**config.mk**
```make
export PLATFORM = sky130hd
export DESIGN_NAME = fx_uart_alu_core
export DESIGN_NICKNAME = d
export VERILOG_FILES = /design/src/rtl/fx_uart_alu_core.sv
export SDC_FILE = /design/constraint.sdc
export NUM_CORES = 1
export LEC_CHECK = 0
export CORE_ASPECT_RATIO = 0.7
export CORE_MARGIN = 5
export CORE_UTILIZATION = 25
export CTS_BUF_LIST = sky130_fd_sc_hd__clkbuf_4
export DETAILED_ROUTE_END_ITERATION = 6
export DONT_BUFFER_PORTS = 1
export GPL_TIMING_DRIVEN = 0
export MAX_ROUTING_LAYER = met4
export SYNTH_ARGS = -nofsm -noshare
export SYNTH_HDL_FRONTEND = slang
export SYNTH_SLANG_ARGS = --single-unit
```
**constraint.sdc**
```tcl
create_clock -name CLK -period 17.5 [get_ports CLK]
set_input_delay 0.875 -clock CLK [delete_from_list [all_inputs] [get_ports CLK]]
set_output_delay 0.875 -clock CLK [all_outputs]
set_load 0.005 [all_outputs]
```
**src/rtl/fx_uart_alu_core.sv**
```systemverilog
// fx_uart_alu_core: byte-serial fixed-point ALU between UART RX and TX.
// Frame in:  instruction byte, then A and B (NBYTES each, MSB first).
// Frame out: DATA_W-bit result, MSB first, one byte per Tx_Done_in handshake.
// Build option: define FX_ALU_SAT_EN to saturate ADD/SUB/MUL on overflow;
// without it those results wrap to the low DATA_W bits.
module fx_uart_alu_core #(
    parameter int DATA_W = 16,
    parameter int FRAC_W = 3
) (
    input  logic       CLK,
    input  logic       RST,
    input  logic [7:0] Rx_Byte_in,
    input  logic       Rx_DV_in,
    input  logic       Tx_Done_in,
    output logic       Tx_DV_out,
    output logic [7:0] Tx_Byte_out,
    output logic       Busy_out,
    output logic       Err_out,
    output logic [7:0] c_out
);

    localparam int NBYTES = DATA_W / 8;
    localparam int CNT_W  = (NBYTES > 1) ? $clog2(NBYTES) : 1;
    localparam logic [CNT_W-1:0] LAST = CNT_W'(NBYTES - 1);

`ifdef FX_ALU_SAT_EN
    localparam bit SAT_EN = 1'b1;
`else
    localparam bit SAT_EN = 1'b0;
`endif

    localparam logic [DATA_W-1:0] MAX_V = {1'b0, {(DATA_W-1){1'b1}}};
    localparam logic [DATA_W-1:0] MIN_V = {1'b1, {(DATA_W-1){1'b0}}};

    typedef enum logic [2:0] {
        RX_INS,
        RX_A,
        RX_B,
        EXE,
        SEND,
        WAIT
    } state_t;

    state_t            state_q, state_d;
    logic [CNT_W-1:0]  cnt_q,   cnt_d;
    logic [CNT_W-1:0]  idx_q,   idx_d;
    logic [7:0]        ins_q,   ins_d;
    logic [DATA_W-1:0] a_q,     a_d;
    logic [DATA_W-1:0] b_q,     b_d;
    logic [DATA_W-1:0] res_q,   res_d;
    logic              err_q,   err_d;
    logic [7:0]        c_q,     c_d;
    logic [7:0]        txb_q,   txb_d;

    logic signed [DATA_W:0]     sum_w;
    logic signed [DATA_W:0]     diff_w;
    logic signed [2*DATA_W-1:0] prod_w;
    logic signed [2*DATA_W-1:0] prod_sh;
    logic [DATA_W:0]            prod_top;
    logic                       sum_ovf, diff_ovf, prod_ovf;
    logic [DATA_W-1:0]          sum_red, diff_red, prod_red;
    logic [DATA_W-1:0]          alu_res;
    logic                       alu_err;
    logic [7:0]                 cur_byte;

    // Arithmetic datapath: widened intermediates, then wrap or clamp to DATA_W.
    always_comb begin
        sum_w    = $signed({a_q[DATA_W-1], a_q}) + $signed({b_q[DATA_W-1], b_q});
        diff_w   = $signed({a_q[DATA_W-1], a_q}) - $signed({b_q[DATA_W-1], b_q});
        prod_w   = $signed({{DATA_W{a_q[DATA_W-1]}}, a_q})
                 * $signed({{DATA_W{b_q[DATA_W-1]}}, b_q});
        prod_sh  = prod_w >>> FRAC_W;
        // The shifted product fits when all bits from DATA_W-1 upward agree.
        prod_top = prod_sh[2*DATA_W-1:DATA_W-1];
        sum_ovf  = sum_w[DATA_W]  != sum_w[DATA_W-1];
        diff_ovf = diff_w[DATA_W] != diff_w[DATA_W-1];
        prod_ovf = !((&prod_top) || !(|prod_top));

        sum_red  = sum_w[DATA_W-1:0];
        diff_red = diff_w[DATA_W-1:0];
        prod_red = prod_sh[DATA_W-1:0];
        if (SAT_EN && sum_ovf)  sum_red  = sum_w[DATA_W]         ? MIN_V : MAX_V;
        if (SAT_EN && diff_ovf) diff_red = diff_w[DATA_W]        ? MIN_V : MAX_V;
        if (SAT_EN && prod_ovf) prod_red = prod_sh[2*DATA_W-1]   ? MIN_V : MAX_V;
    end

    // Opcode decode: full-byte compare, anything above 0x05 is illegal.
    always_comb begin
        alu_res = '0;
        alu_err = 1'b0;
        case (ins_q)
            8'h00:   alu_res = sum_red;
            8'h01:   alu_res = diff_red;
            8'h02:   alu_res = prod_red;
            8'h03:   alu_res = a_q & b_q;
            8'h04:   alu_res = a_q | b_q;
            8'h05:   alu_res = a_q ^ b_q;
            default: alu_err = 1'b1;
        endcase
    end

    assign cur_byte = res_q[{idx_q, 3'b000} +: 8];

    // Next-state and register updates for the frame sequencer.
    always_comb begin
        state_d = state_q;
        cnt_d   = cnt_q;
        idx_d   = idx_q;
        ins_d   = ins_q;
        a_d     = a_q;
        b_d     = b_q;
        res_d   = res_q;
        err_d   = err_q;
        c_d     = c_q;
        txb_d   = txb_q;
        case (state_q)
            RX_INS: begin
                if (Rx_DV_in) begin
                    ins_d   = Rx_Byte_in;
                    err_d   = 1'b0;
                    cnt_d   = '0;
                    state_d = RX_A;
                end
            end
            RX_A: begin
                if (Rx_DV_in) begin
                    a_d = (a_q << 8) | DATA_W'(Rx_Byte_in);
                    if (cnt_q == LAST) begin
                        cnt_d   = '0;
                        state_d = RX_B;
                    end else begin
                        cnt_d = cnt_q + CNT_W'(1);
                    end
                end
            end
            RX_B: begin
                if (Rx_DV_in) begin
                    b_d = (b_q << 8) | DATA_W'(Rx_Byte_in);
                    if (cnt_q == LAST) begin
                        cnt_d   = '0;
                        state_d = EXE;
                    end else begin
                        cnt_d = cnt_q + CNT_W'(1);
                    end
                end
            end
            EXE: begin
                res_d   = alu_res;
                err_d   = alu_err;
                c_d     = alu_res[DATA_W-1 -: 8];
                idx_d   = LAST;
                state_d = SEND;
            end
            SEND: begin
                txb_d   = cur_byte;
                state_d = WAIT;
            end
            WAIT: begin
                if (Tx_Done_in) begin
                    if (idx_q == '0) begin
                        state_d = RX_INS;
                    end else begin
                        idx_d   = idx_q - CNT_W'(1);
                        state_d = SEND;
                    end
                end
            end
            default: state_d = RX_INS;
        endcase
    end

    // State and datapath registers, cleared asynchronously by RST low.
    always_ff @(posedge CLK or negedge RST) begin
        if (!RST) begin
            state_q <= RX_INS;
            cnt_q   <= '0;
            idx_q   <= '0;
            ins_q   <= '0;
            a_q     <= '0;
            b_q     <= '0;
            res_q   <= '0;
            err_q   <= 1'b0;
            c_q     <= '0;
            txb_q   <= '0;
        end else begin
            state_q <= state_d;
            cnt_q   <= cnt_d;
            idx_q   <= idx_d;
            ins_q   <= ins_d;
            a_q     <= a_d;
            b_q     <= b_d;
            res_q   <= res_d;
            err_q   <= err_d;
            c_q     <= c_d;
            txb_q   <= txb_d;
        end
    end

    // The byte is presented live in SEND and then held from txb_q.
    assign Tx_DV_out   = (state_q == SEND);
    assign Tx_Byte_out = (state_q == SEND) ? cur_byte : txb_q;
    assign Busy_out    = (state_q != RX_INS);
    assign Err_out     = err_q;
    assign c_out       = c_q;

endmodule
```
* Yosys cells after proc, flatten, opt, wreduce, memory -nomap -nowiden
Index checks and enable logic that the tools add are counted.
Word-level totals: register bits after elaboration 78, bits of input ports 12, output and inout bits 19, logic and storage cells 72
Operators by class: add/sub/neg operators 4, multipliers 1, eq/ne operators 17, shifts and indexed selects 1, multiplexer cells 19, bitwise operators 5, reduce and logical (&&, ||, !) cells 15
Operator list (number):
- $pmux 16 s6 | 1
- $or 16x8->16 | 2
- $mux 3 | 7
- $mul 16x16->19 | 1
- $pmux 3 s6 | 1
- $add 16x16->16 | 1
- $and 16x16->16 | 1
- $eq 8x2->1 const B | 2
- $eq 8x3->1 const B | 2
- $or 16x16->16 | 1
- $shiftx 16x5->8 | 1
- $sub 16x16->16 | 1
- $xor 16x16->16 | 1
- $ne 2x2->1 const B | 6
- $reduce_and 2->1 | 5
- $eq 8x1->1 const B | 1
- $logic_not 8->1 | 1
- $mux 8 | 1
- $eq 3x2->1 const B | 2
- $eq 3x3->1 const B | 2
- $mux 1 | 6
- $pmux 1 s2 | 3
- $reduce_and 6->1 | 1
- $reduce_bool 2->1 | 3
- other kinds (9) | 9

* Logic depth before layout (Yosys ltp)
Gate-level depths: netlist of the first run.
depth in word-level cells 4, gate-level depth with buffers 24

* Least setup slack after synthesis of the first run
No wires, ideal clock.
path type register to register, start point reg b_q[4], end point reg res_q[15], arrival 5642 ps, path slack 11716 ps, cell stages (with the launch flop) 23, buffers on the path 2, clock period less this slack 5784 ps, path through dfrtp_1 > clkbuf_1 > inv_1 > clkbuf_1 > nor2_1 > fa_1 > inv_1 > fa_1 > fa_1 > fa_1 > inv_1 > fa_1 > inv_1 > fa_1 > inv_1 > ha_1 > o21ai_0 > nand2b_1 > a21o_1 > o2111a_1 > o41ai_1 > xnor2_1 > o221ai_1
On the way: longest elaborated chain between the ends 2
RTL lines:
- start: declaration | line 49 | logic [DATA_W-1:0] b_q, b_d;
- start signal: assignment | line 180 | b_q <= '0;
- start signal: assignment | line 191 | b_q <= b_d;
- $mul 16x16->19, or another cell as far along | line 71 | * $signed({{DATA_W{b_q[DATA_W-1]}}, b_q});
- $pmux 16 s6 * | line 91 | case (ins_q)
- end signal: assignment | line 192 | res_q <= res_d;
- end: declaration | line 50 | logic [DATA_W-1:0] res_q, res_d;
Every way passes the cells marked *; elsewhere a longest branch is shown, timed or not. A chain may end at the register's enable or synchronous reset.

* Final worst setup path of the first run
start point reg a_q[5], end point reg res_q[15]
On the way: longest elaborated chain between the ends 2
RTL lines:
- start: declaration | line 48 | logic [DATA_W-1:0] a_q, a_d;
- start signal: assignment | line 179 | a_q <= '0;
- start signal: assignment | line 190 | a_q <= a_d;
- $mul 16x16->19, or another cell as far along | line 71
- $pmux 16 s6 * | line 91
Marked as above.

==> results of run 1 <==
-- final cells by class --
class                           count  area (um2)
Fill cell                        4491       29750
Multi-Input combinational cell    874        7478
Sequential cell                    70        1752
Inverter                          224       840.8
Tap cell                          544       680.7
Buffer                             65       295.3
Clock inverter                      7       98.84
Clock buffer                        9       67.56
-- stage by stage --
stage	utilization (%)	std cells	hold slack [ps]	setup slack, ps	instance area [um2]
after global placement	26.96	1777	461.2	10390	11040
final	27.38	1793	66.60	10230	11210
after detailed placement	26.96	1777	461.1	10420	11040
after CTS	27.36	1793	64.65	10350	11210
after floorplan	-	1233	438.1	11720	10360
after global routing	27.38	1793	47.97	9907	11210
-- registers in the layout, indices dropped and copies added, names as in the netlist --
register,count
a_q,16
b_q,16
res_q,16
ins_q,8
txb_q,8
state_q,3
Err_out,1
cnt_q,1
idx_q,1
-- kinds of logic (layout without fill, tap and decap cells) --
kind of cell	count (synthesis)	after routing	synth area share, %
AOI/OAI and AO/OA	188	188	11.52
xor gates and xnor gates	60	60	5.205
adders and majority gates	235	235	37.29
buffers and inverters	289	305	10.96
DFF	70	70	16.91
muxes	21	21	2.137
and+or+nand+nor	370	370	15.98
-- routing by layer --
| metal | routed length (um) | GRT usage, % | part of all wire (%) | vias to the layer above |
|---|---|---|---|---|
| met4 | 374 | 1.943 | 1.0 | 0 |
| met3 | 5059 | 6.666 | 14 | 37 |
| met5 | 0 | - | 0 | - |
| li1 | - | - | - | 3921 |
| met2 | 13560 | 20.47 | 37 | 469 |
| met1 | 17410 | 25.26 | 48 | 4380 |
-- cell usage after synthesis, types with 5 or more instances --
| library cell | count |
|---|---|
| a211oi_1 | 5 |
| o31ai_1 | 7 |
| nand2b_1 | 13 |
| mux2_2 | 9 |
| mux2i_1 | 12 |
| buf_4 | 9 |
| fa_1 | 123 |
| nor2b_1 | 12 |
| nor3_1 | 16 |
| o21ai_0 | 54 |
| ha_1 | 112 |
| xnor2_1 | 48 |
| a21o_1 | 5 |
| nor2_1 | 124 |
| nand3_1 | 7 |
| o21ai_1 | 11 |
| nand2_1 | 158 |
| and2_1 | 5 |
| clkbuf_1 | 49 |
| dfrtp_1 | 70 |
| a31oi_1 | 10 |
| a22o_1 | 9 |
| inv_1 | 218 |
| or3_1 | 5 |
| and3_1 | 6 |
| xor2_1 | 11 |
| clkinv_1 | 6 |
| a21oi_1 | 42 |
-- worst reg2reg max path: cells and delay by family, from the launching register on --
kind | cells | cell delay (ps)
flops | 1 | 430
simple gates | 2 | 430
buf+inv | 6 | 1700
fa+ha+maj | 7 | 3210
compound gates | 5 | 1160
xor+xnor | 1 | 240
-- path summary, 6_finish.rpt --
check | startpoint | end | depth (start not counted)
max in group asynchronous | RST | a_q[4] | 0
min in group CLK | cnt_q | cnt_q | 1
worst max-delay path | a_q[5] | res_q[15] | 21
worst min register to register | cnt_q | cnt_q | 1
worst max register to register | a_q[5] | res_q[15] | 21
worst min-delay path | RST | txb_q[6] | 0
==> metrics.yaml, run 1 <==
total_via_count_after_detailed_routing: 8807
layout_common_cells: "218 x inv_1, 158 x nand2_1, 124 x nor2_1, 123 x fa_1, 112 x ha_1"
drc: 0
critPathMostFrequentCell: "fa_1"
count_of_endpoints_failing_setup_in_the_final_report: 0
drt.antenna.violating_nets: 0
cpPeakStageDelay_ps: 760
synth_fp_nets: 1480
outcome: "completed"
largest_net_degree_at_the_start_of_global_routing: 71
grt_overflow_total: 0
synth_largest_type_area_fraction_pct: 23.77
clock_sinks: 70
floorplan.die.height_um: 180.3
detailed_place_hpwl_um: 29300
number_of_global_route_vias_before_repair: 8823
viasPerCell: 4.912
floorplan.rows: 62
synth_enable_flop_cells: 0
most_frequent_standard_cell_in_the_layout_excluding_fill_and_tap_cells: "inv_1"
crit_path_top_delay_cell: "clkinv_1"
worst_clock_skew_ps: 39.44
cts_post_setup_buffers_inserted: 0
cts.path.max_buffers: 2
drt_pass1_iterations: 5
crit_family: "adder cells"
boundaryPins: 31
detail_route.wirelength_um: 36410
cp.buffers_inverters: 6
largest_fanout_of_any_net_on_the_critical_path: 9
number_of_antenna_violations_at_the_first_check_in_global_routing: 0
worst-r2r-setup-slack_ps: 10230
globalplace.congestion: 0.9873
initial_cell_density_of_the_core_pct: 25.30
hold_buffers: 0
path_class: "flip-flop to flip-flop"
fin_crit_ps: 7273
report.final.hold_viol_count: 0
global_route_wire_length_before_repair_um: 55830
clock_pin_slew_on_the_worst_setup_and_hold_paths_ps: 160
postSynthRegisterBits: 70
yosysSeqAreaShare_pct: 16.91
htreeDepth: 3
layout-drive-gt1-share_pct: 4.243
placeableCoreArea_um2: 40960
diodes: 0
nNetsFinal: 1491
cts-buffers-inserted: 9
track_usage_pct: 16.47
synth_warn: 0
die_w_um: 253.3
cp.required_ps: 17840
ys_async_sr_fraction_pct: 100.0
worst-slew-pin-transition_ps: 1006
final_clock_period_utilization_by_the_worst_path_pct: 41.56
fin_setup_tns_ps: 0
synth_area_um2: 10360
dominantRegCellSynth: "dfrtp_1"
postCtsResizedCells: 0
timing.final.max_slew_violations: 0
signed_area_change_from_the_synthesized_netlist_to_the_final_layout_pct: 8.224
synth_top_cell_by_area: "fa_1"
post_synth_main_area_contributors: "fa_1 24%, dfrtp_1 17%, ha_1 14%, inv_1 7.9%, nand2_1 5.7%"
cp.arrival_ps: 7610
slew_headroom_pct: 32.94
avgSynthCellArea_um2: 8.403
rsz0062_at_grt: "no"
drv.max_cap_violation_count: 0
fmax_mhz: 137.5
netlist-cell-type-count: 68
clock_latency_ps: 480
post_drt_wl_per_cell_um: 20.30
worstSetupStartpointType: "flip-flop"
io_buffers: 0
worst_setup_path_end_kind: "flip-flop"
timing.hold.worst.class: "input pin to async pin"
synthCells: 1233
die-area_um2: 45680
cts_tree: "done"
clock_root_buffer_master: "clkbuf_4"
1st_iter_drt_viols: 937
ordered_cell_list_for_the_critical_path: "clkbuf_1 > clkinv_1 > nor2_1 > fa_1 > inv_1 > fa_1 > fa_1 > fa_1 > inv_1 > fa_1 > inv_1 > fa_1 > inv_1 > ha_1 > o21ai_0 > nand2b_1 > a21o_1 > o2111a_1 > o41ai_1 > xnor2_1 > o221ai_1"
Power of run 1 is left out: the tool's default activity adds up to more than one toggle a clock period on the data nets, which glitch-free logic cannot reach.
==> run 2, diff against run 1 <==
Clock period 17.5 ns to 6.5 ns, I/O delays scaled along.
==> run 2 against run 1 <==
Effect of this change:
- the run now ends with DRC left
- global-route usage is essentially flat
- die area is the same
- clock skew shrank 6.7 ps
- via count grew 1.6%
- critical path type unchanged
- highest routed layer unchanged
==> metrics.yaml, run 2 (synthesized netlist as in run 1, its figures left out) <==
outcome: "finished, violations left"
violations_in_the_final_reports: "DRC"
fin_cells: 1823  # +1.7%
timing.final.max_slew_violations: 0  # unchanged
clock_root_buffer_master: "clkbuf_4"
drt_pass1_iterations: 7  # +2
placeableCoreArea_um2: 40960  # unchanged
worstSetupStartpointType: "flip-flop"
worstReg2RegEnd: "res_q[15]"
cp.required_ps: 6830  # -11,010 ps
drt.antenna.violating_nets: 0  # unchanged
htreeDepth: 3  # unchanged
largestRegisters: "a_q (16), b_q (16), res_q (16)"
die-area_um2: 45680  # unchanged
path_class: "flip-flop to flip-flop"
largest_fanout_of_any_net_on_the_critical_path: 11  # +2
track_usage_pct: 16.48  # about the same
ordered_cell_list_for_the_critical_path: "inv_1 > nor2_1 > fa_1 > inv_1 > fa_1 > fa_1 > fa_1 > fa_1 > fa_1 > xor2_1 > xnor2_1 > xnor2_1 > xnor2_1 > xnor3_1 > xnor2_1 > o221ai_1"
layout-drive-gt1-share_pct: 8.522  # +4.3 points
floorplan.die.height_um: 180.3  # unchanged
total_via_count_after_detailed_routing: 8944  # +1.6%
grt_overflow_total: 0  # unchanged
cts_tree: "done"
cpPeakStageDelay_ps: 630  # -130 ps
fmax_mhz: 158.7  # +15%
number_of_global_route_vias_before_repair: 8858  # +0.40%
detail_route.wirelength_um: 36670  # +0.73%
die_w_um: 253.3  # unchanged
final_clock_period_utilization_by_the_worst_path_pct: 96.94  # +55 points
number_of_antenna_violations_at_the_first_check_in_global_routing: 0  # unchanged
most_frequent_standard_cell_in_the_layout_excluding_fill_and_tap_cells: "inv_1"
worst_r2r_path_depth: 16  # -24%
viasPerCell: 4.906  # -0.12%
setup_slack_placement_ps: -579.0  # -11,000 ps
worst-slew-pin-transition_ps: 878.2  # -127.7 ps
post_drt_wl_per_cell_um: 20.12  # -0.93%
drv.max_cap_violation_count: 0  # unchanged
signed_area_change_from_the_synthesized_netlist_to_the_final_layout_pct: 12.00
detailed_place_hpwl_um: 29300  # unchanged
rsz0062_at_grt: "no"
hold-worst-slack_ps: 24.22  # -42.39 ps
global_route_wire_length_before_repair_um: 55940  # +0.19%
count_of_endpoints_failing_setup_in_the_final_report: 0  # unchanged
critPathMostFrequentCell: "fa_1"
report.final.hold_viol_count: 0  # unchanged
hold-path-cell-count: 2
globalplace.congestion: 0.9873  # unchanged
largest_net_degree_at_the_start_of_global_routing: 71  # unchanged
slew_headroom_pct: 40.96  # +8.0 points
clock_pin_slew_on_the_worst_setup_and_hold_paths_ps: 150  # about the same
min_to: "b_q[5]"
diodes: 0  # unchanged
worst-r2r-setup-slack_ps: 200  # -10,030 ps
clock_sinks: 70  # unchanged
nNetsFinal: 1521  # +2.0%
rr_startpoint: "b_q[10]"
worst_clock_skew_ps: 32.78  # -6.658 ps
timing.hold.worst.class: "input pin to flip-flop"
cp.arrival_ps: 6630  # -980 ps
placed_cells: 1777  # unchanged
1st_iter_drt_viols: 938  # +0.11%
post-route-util_pct: 28.33  # +0.96 points
initial_cell_density_of_the_core_pct: 25.30  # unchanged
crit_path_top_delay_cell: "dfrtp_1"
layout_common_cells: "211 x inv_1, 158 x nand2_1, 124 x nor2_1, 123 x fa_1, 112 x ha_1"
boundaryPins: 31  # unchanged
hold_path_startpoint: "Rx_Byte_in[5]"
cts.path.max_buffers: 2  # unchanged
cts-buffers-inserted: 9  # unchanged
io_buffers: 0  # unchanged
floorplan.rows: 62  # unchanged
final_critical_path_setup_slack_ps: 199.0  # -10,030 ps
clock_latency_ps: 470  # about the same
fin_crit_ps: 6301  # -971.6 ps
drc: 7  # +7
worst_setup_path_end_kind: "flip-flop"
[run 2: metrics by stage]
| step | TNS (ps) | cell area, um2 |
|---|---|---|
| CTS | 0 | 11340 |
| global placement | -2382 | 11040 |
| detailed placement | -2425 | 11040 |
| finish | 0 | 11600 |
| global route | 0 | 11600 |
| floorplan | 0 | 10360 |
[run 2: timing repair]
item | CTS | global route
setup endpoints to repair | 8 | 4
gates cloned | 0 | 1
buffers inserted | 1 | 22
hold endpoints to repair | 87 | 2
resized for setup | 19 | 29
hold buffers | 10 | 2
[run 2: cell type report]
class                      count  area, um2
multi-input combinational    874       7486
inverter                     224      873.3
fill                        4453      29350
sequential                    70       1753
buffer                        59      305.3
clock buffer                   9      67.56
tap                          544      680.7
timing repair inverter         1      5.005
clock inverter                 7      98.84
timing repair buffer          35      335.3
[run 2: how the worst max path moves through the flow]
stage / start / end / slack, ps
after floorplan: b_q[4] / res_q[15] / 720
after global placement: a_q[5] / res_q[15] / -610
after detailed placement: a_q[5] / res_q[15] / -580
after CTS: a_q[0] / res_q[15] / 10
after global routing: b_q[4] / res_q[15] / 30
final: b_q[10] / res_q[15] / 200
[run 2: worst max-delay path: cells and delay by family (launching register included)]
family | cells | cell delay (ps)
AOI/OAI and AO/OA | 1 | 170
and+or+nand+nor | 1 | 160
DFF | 1 | 630
buffers and inverters | 2 | 610
adders and majority gates | 6 | 2940
xor gates and xnor gates | 6 | 1640
[run 2: layer usage]
layer | up-vias | track usage [%] | routed length [um] | share of wire, %
li1 | 3989 | - | - | -
met2 | 462 | 20.59 | 13770 | 38
met4 | 0 | 1.921 | 362 | 0.99
met5 | - | - | 0 | 0
met3 | 28 | 6.709 | 5160 | 14
met1 | 4465 | 25.17 | 17380 | 47
Power of run 2 is left out for the same reason.
==> run 3, diff against run 2 <==
==> constraint.sdc (replaced) <==
create_clock -name CLK -period 6.5 [get_ports CLK]
set_input_delay 1.3 -clock CLK [delete_from_list [all_inputs] [get_ports CLK]]
set_output_delay 1.3 -clock CLK [all_outputs]
set_load 0.005 [all_outputs]
==> run 3 against run 2 <==
Effect of this change:
- the run now ends clean
- setup slack worse by 4.3 ps
- clock skew increased by 1.2 ps
- non-clock buffer count fell by 12
- register-to-register slack about the same
- die area did not move
- fmax about the same
- utilization down 0.34 points
- first-iteration DRC count shrank 7.4%
- final cell count shrank 0.66%
- routed wire length decreased by 0.61%
- highest routed layer unchanged
==> metrics.yaml, run 3 (synthesized netlist as in run 1, its figures left out) <==
die_w_um: 253.3  # unchanged
post_drt_wl_per_cell_um: 20.13  # about the same
worstReg2RegEnd: "res_q[15]"
count_of_endpoints_failing_setup_in_the_final_report: 0  # unchanged
rr_startpoint: "b_q[10]"
worst_r2r_path_depth: 16  # unchanged
drc: 0  # -7
min_to: "cnt_q"
signed_area_change_from_the_synthesized_netlist_to_the_final_layout_pct: 10.67
die-area_um2: 45680  # unchanged
crit_path_top_delay_cell: "dfrtp_1"
io_buffers: 0  # unchanged
1st_iter_drt_viols: 869  # -7.4%
path_class: "flip-flop to flip-flop"
initial_cell_density_of_the_core_pct: 25.30  # unchanged
placeableCoreArea_um2: 40960  # unchanged
viasPerCell: 4.888  # -0.36%
final_clock_period_utilization_by_the_worst_path_pct: 97.00  # about the same
slew_headroom_pct: 39.03  # -1.9 points
floorplan.rows: 62  # unchanged
fin_crit_ps: 6305  # +4.279 ps
boundaryPins: 31  # unchanged
hold_path_startpoint: "cnt_q"
timing.final.max_slew_violations: 0  # unchanged
detail_route.wirelength_um: 36450  # -0.61%
grt.met2_usage_pct: 20.44  # -0.15 points
total_via_count_after_detailed_routing: 8853  # -1.0%
track_usage_pct: 16.42  # -0.056 points
rsz0062_at_grt: "no"
cp.arrival_ps: 6640  # about the same
most_frequent_standard_cell_in_the_layout_excluding_fill_and_tap_cells: "inv_1"
critPathMostFrequentCell: "fa_1"
drv.max_cap_violation_count: 0  # unchanged
global_route_wire_length_before_repair_um: 55700  # -0.42%
fmax_mhz: 158.6  # about the same
use_met1_pct: 25.15  # about the same
globalplace.congestion: 0.9873  # unchanged
worstSetupStartpoint: "b_q[10]"
clock_sinks: 70  # unchanged
cts.path.max_buffers: 2  # unchanged
clock_latency_ps: 470  # about the same
cpPeakStageDelay_ps: 640  # about the same
ordered_cell_list_for_the_critical_path: "inv_1 > nor2_1 > fa_1 > inv_1 > fa_1 > fa_1 > fa_1 > fa_1 > fa_1 > xor2_1 > xnor2_1 > xnor2_1 > xnor2_1 > xnor3_1 > xnor2_1 > o221ai_1"
grt_overflow_total: 0  # unchanged
detailed_place_hpwl_um: 29300  # unchanged
cp.required_ps: 6830  # about the same
nNetsFinal: 1509  # -0.79%
worst_clock_skew_ps: 34.03  # +1.242 ps
crit_family: "adder cells"
drt.antenna.violating_nets: 0  # unchanged
number_of_antenna_violations_at_the_first_check_in_global_routing: 0  # unchanged
outcome: "completed"
grtUsageMet3_pct: 6.680  # -0.029 points
worstSetupStartpointType: "flip-flop"
layout_common_cells: "211 x inv_1, 158 x nand2_1, 124 x nor2_1, 123 x fa_1, 112 x ha_1"
htreeDepth: 3  # unchanged
fin_setup_tns_ps: 0  # unchanged
largestRegisters: "a_q (16), b_q (16), res_q (16)"
timing.hold.worst.class: "flip-flop to flip-flop"
cp.buffers_inverters: 2  # unchanged
cts_tree: "done"
drt_pass1_iterations: 5  # -2
global_route.peak_usage_layer: "met1"
report.final.hold_viol_count: 0  # unchanged
worst_setup_path_end_kind: "flip-flop"
worst-r2r-setup-slack_ps: 190  # about the same
hold-path-cell-count: 1  # -1
hold-worst-slack_ps: 491.1  # +466.9 ps
layout-drive-gt1-share_pct: 8.524  # about the same
largest_net_degree_at_the_start_of_global_routing: 71  # unchanged
worst-slew-pin-transition_ps: 907.0  # +28.76 ps
clock_pin_slew_on_the_worst_setup_and_hold_paths_ps: 150  # about the same
clock_root_buffer_master: "clkbuf_4"
post-route-util_pct: 28.00  # -0.34 points
floorplan.die.height_um: 180.3  # unchanged
number_of_global_route_vias_before_repair: 8798  # -0.68%
largest_fanout_of_any_net_on_the_critical_path: 11  # unchanged
cts-buffers-inserted: 9  # unchanged
diodes: 0  # unchanged
run 3: cell types whose count changed in the layout (fill, tap and decap cells not counted):
cell and delta:
dlygate4sd3_1 -11, buf_16 -1
run 3: routing by layer:
| layer | vias to the layer above | wire length (um) | share of wire (%) |
|---|---|---|---|
| li1 | 3960 | - | - |
| met2 | 436 | 13550 | 37 |
| met1 | 4424 | 17320 | 48 |
| met3 | 33 | 5191 | 14 |
| met4 | 0 | 380 | 1.0 |
| met5 | - | 0 | 0 |
run 3: through the flow:
step,setup WS [ps],area [um2],std cells
floorplan,715.9,10360,1233
global placement,-614.6,11040,1777
detailed placement,-579.0,11040,1777
CTS,13.58,11230,1790
global route,31.31,11470,1811
finish,194.8,11470,1811
run 3: worst max-delay path by stage:
stage                     cells after the start        end  slack [ps]
final                                        16  res_q[15]         190
after global routing                         21  res_q[15]          30
after CTS                                    18  res_q[15]          10
after detailed placement                     21  res_q[15]        -580
after global placement                       21  res_q[15]        -610
after floorplan                              22  res_q[15]         720
run 3: repair_timing:
action / in CTS / in global routing
cloned: 0 / 1
gates resized for setup: 19 / 29
buffers inserted: 1 / 22
hold buffers: 0 / 0
setup endpoints to repair: 8 / 4
run 3: layout make-up:
cell class | count | area (um2)
plain buffers | 59 | 305.3
clock buffers | 9 | 67.56
clock inverters | 7 | 98.84
fillers | 4462 | 29490
inverters | 224 | 873.3
multi-input cells | 874 | 7486
flip-flops and latches | 70 | 1753
well taps | 544 | 680.7
repair buffers | 23 | 197.7
repair inverters | 1 | 5.005
run 3: worst register-to-register path, stage by stage, from the launching register on:
cell and delay [ps]:
dfrtp_1 640, inv_1 560, nor2_1 160, fa_1 560
inv_1 50, fa_1 550, fa_1 440, fa_1 540
fa_1 450, fa_1 410, xor2_1 250, xnor2_1 130
xnor2_1 230, xnor2_1 160, xnor3_1 540, xnor2_1 320
o221ai_1 170
Power of run 3 is left out for the same reason.
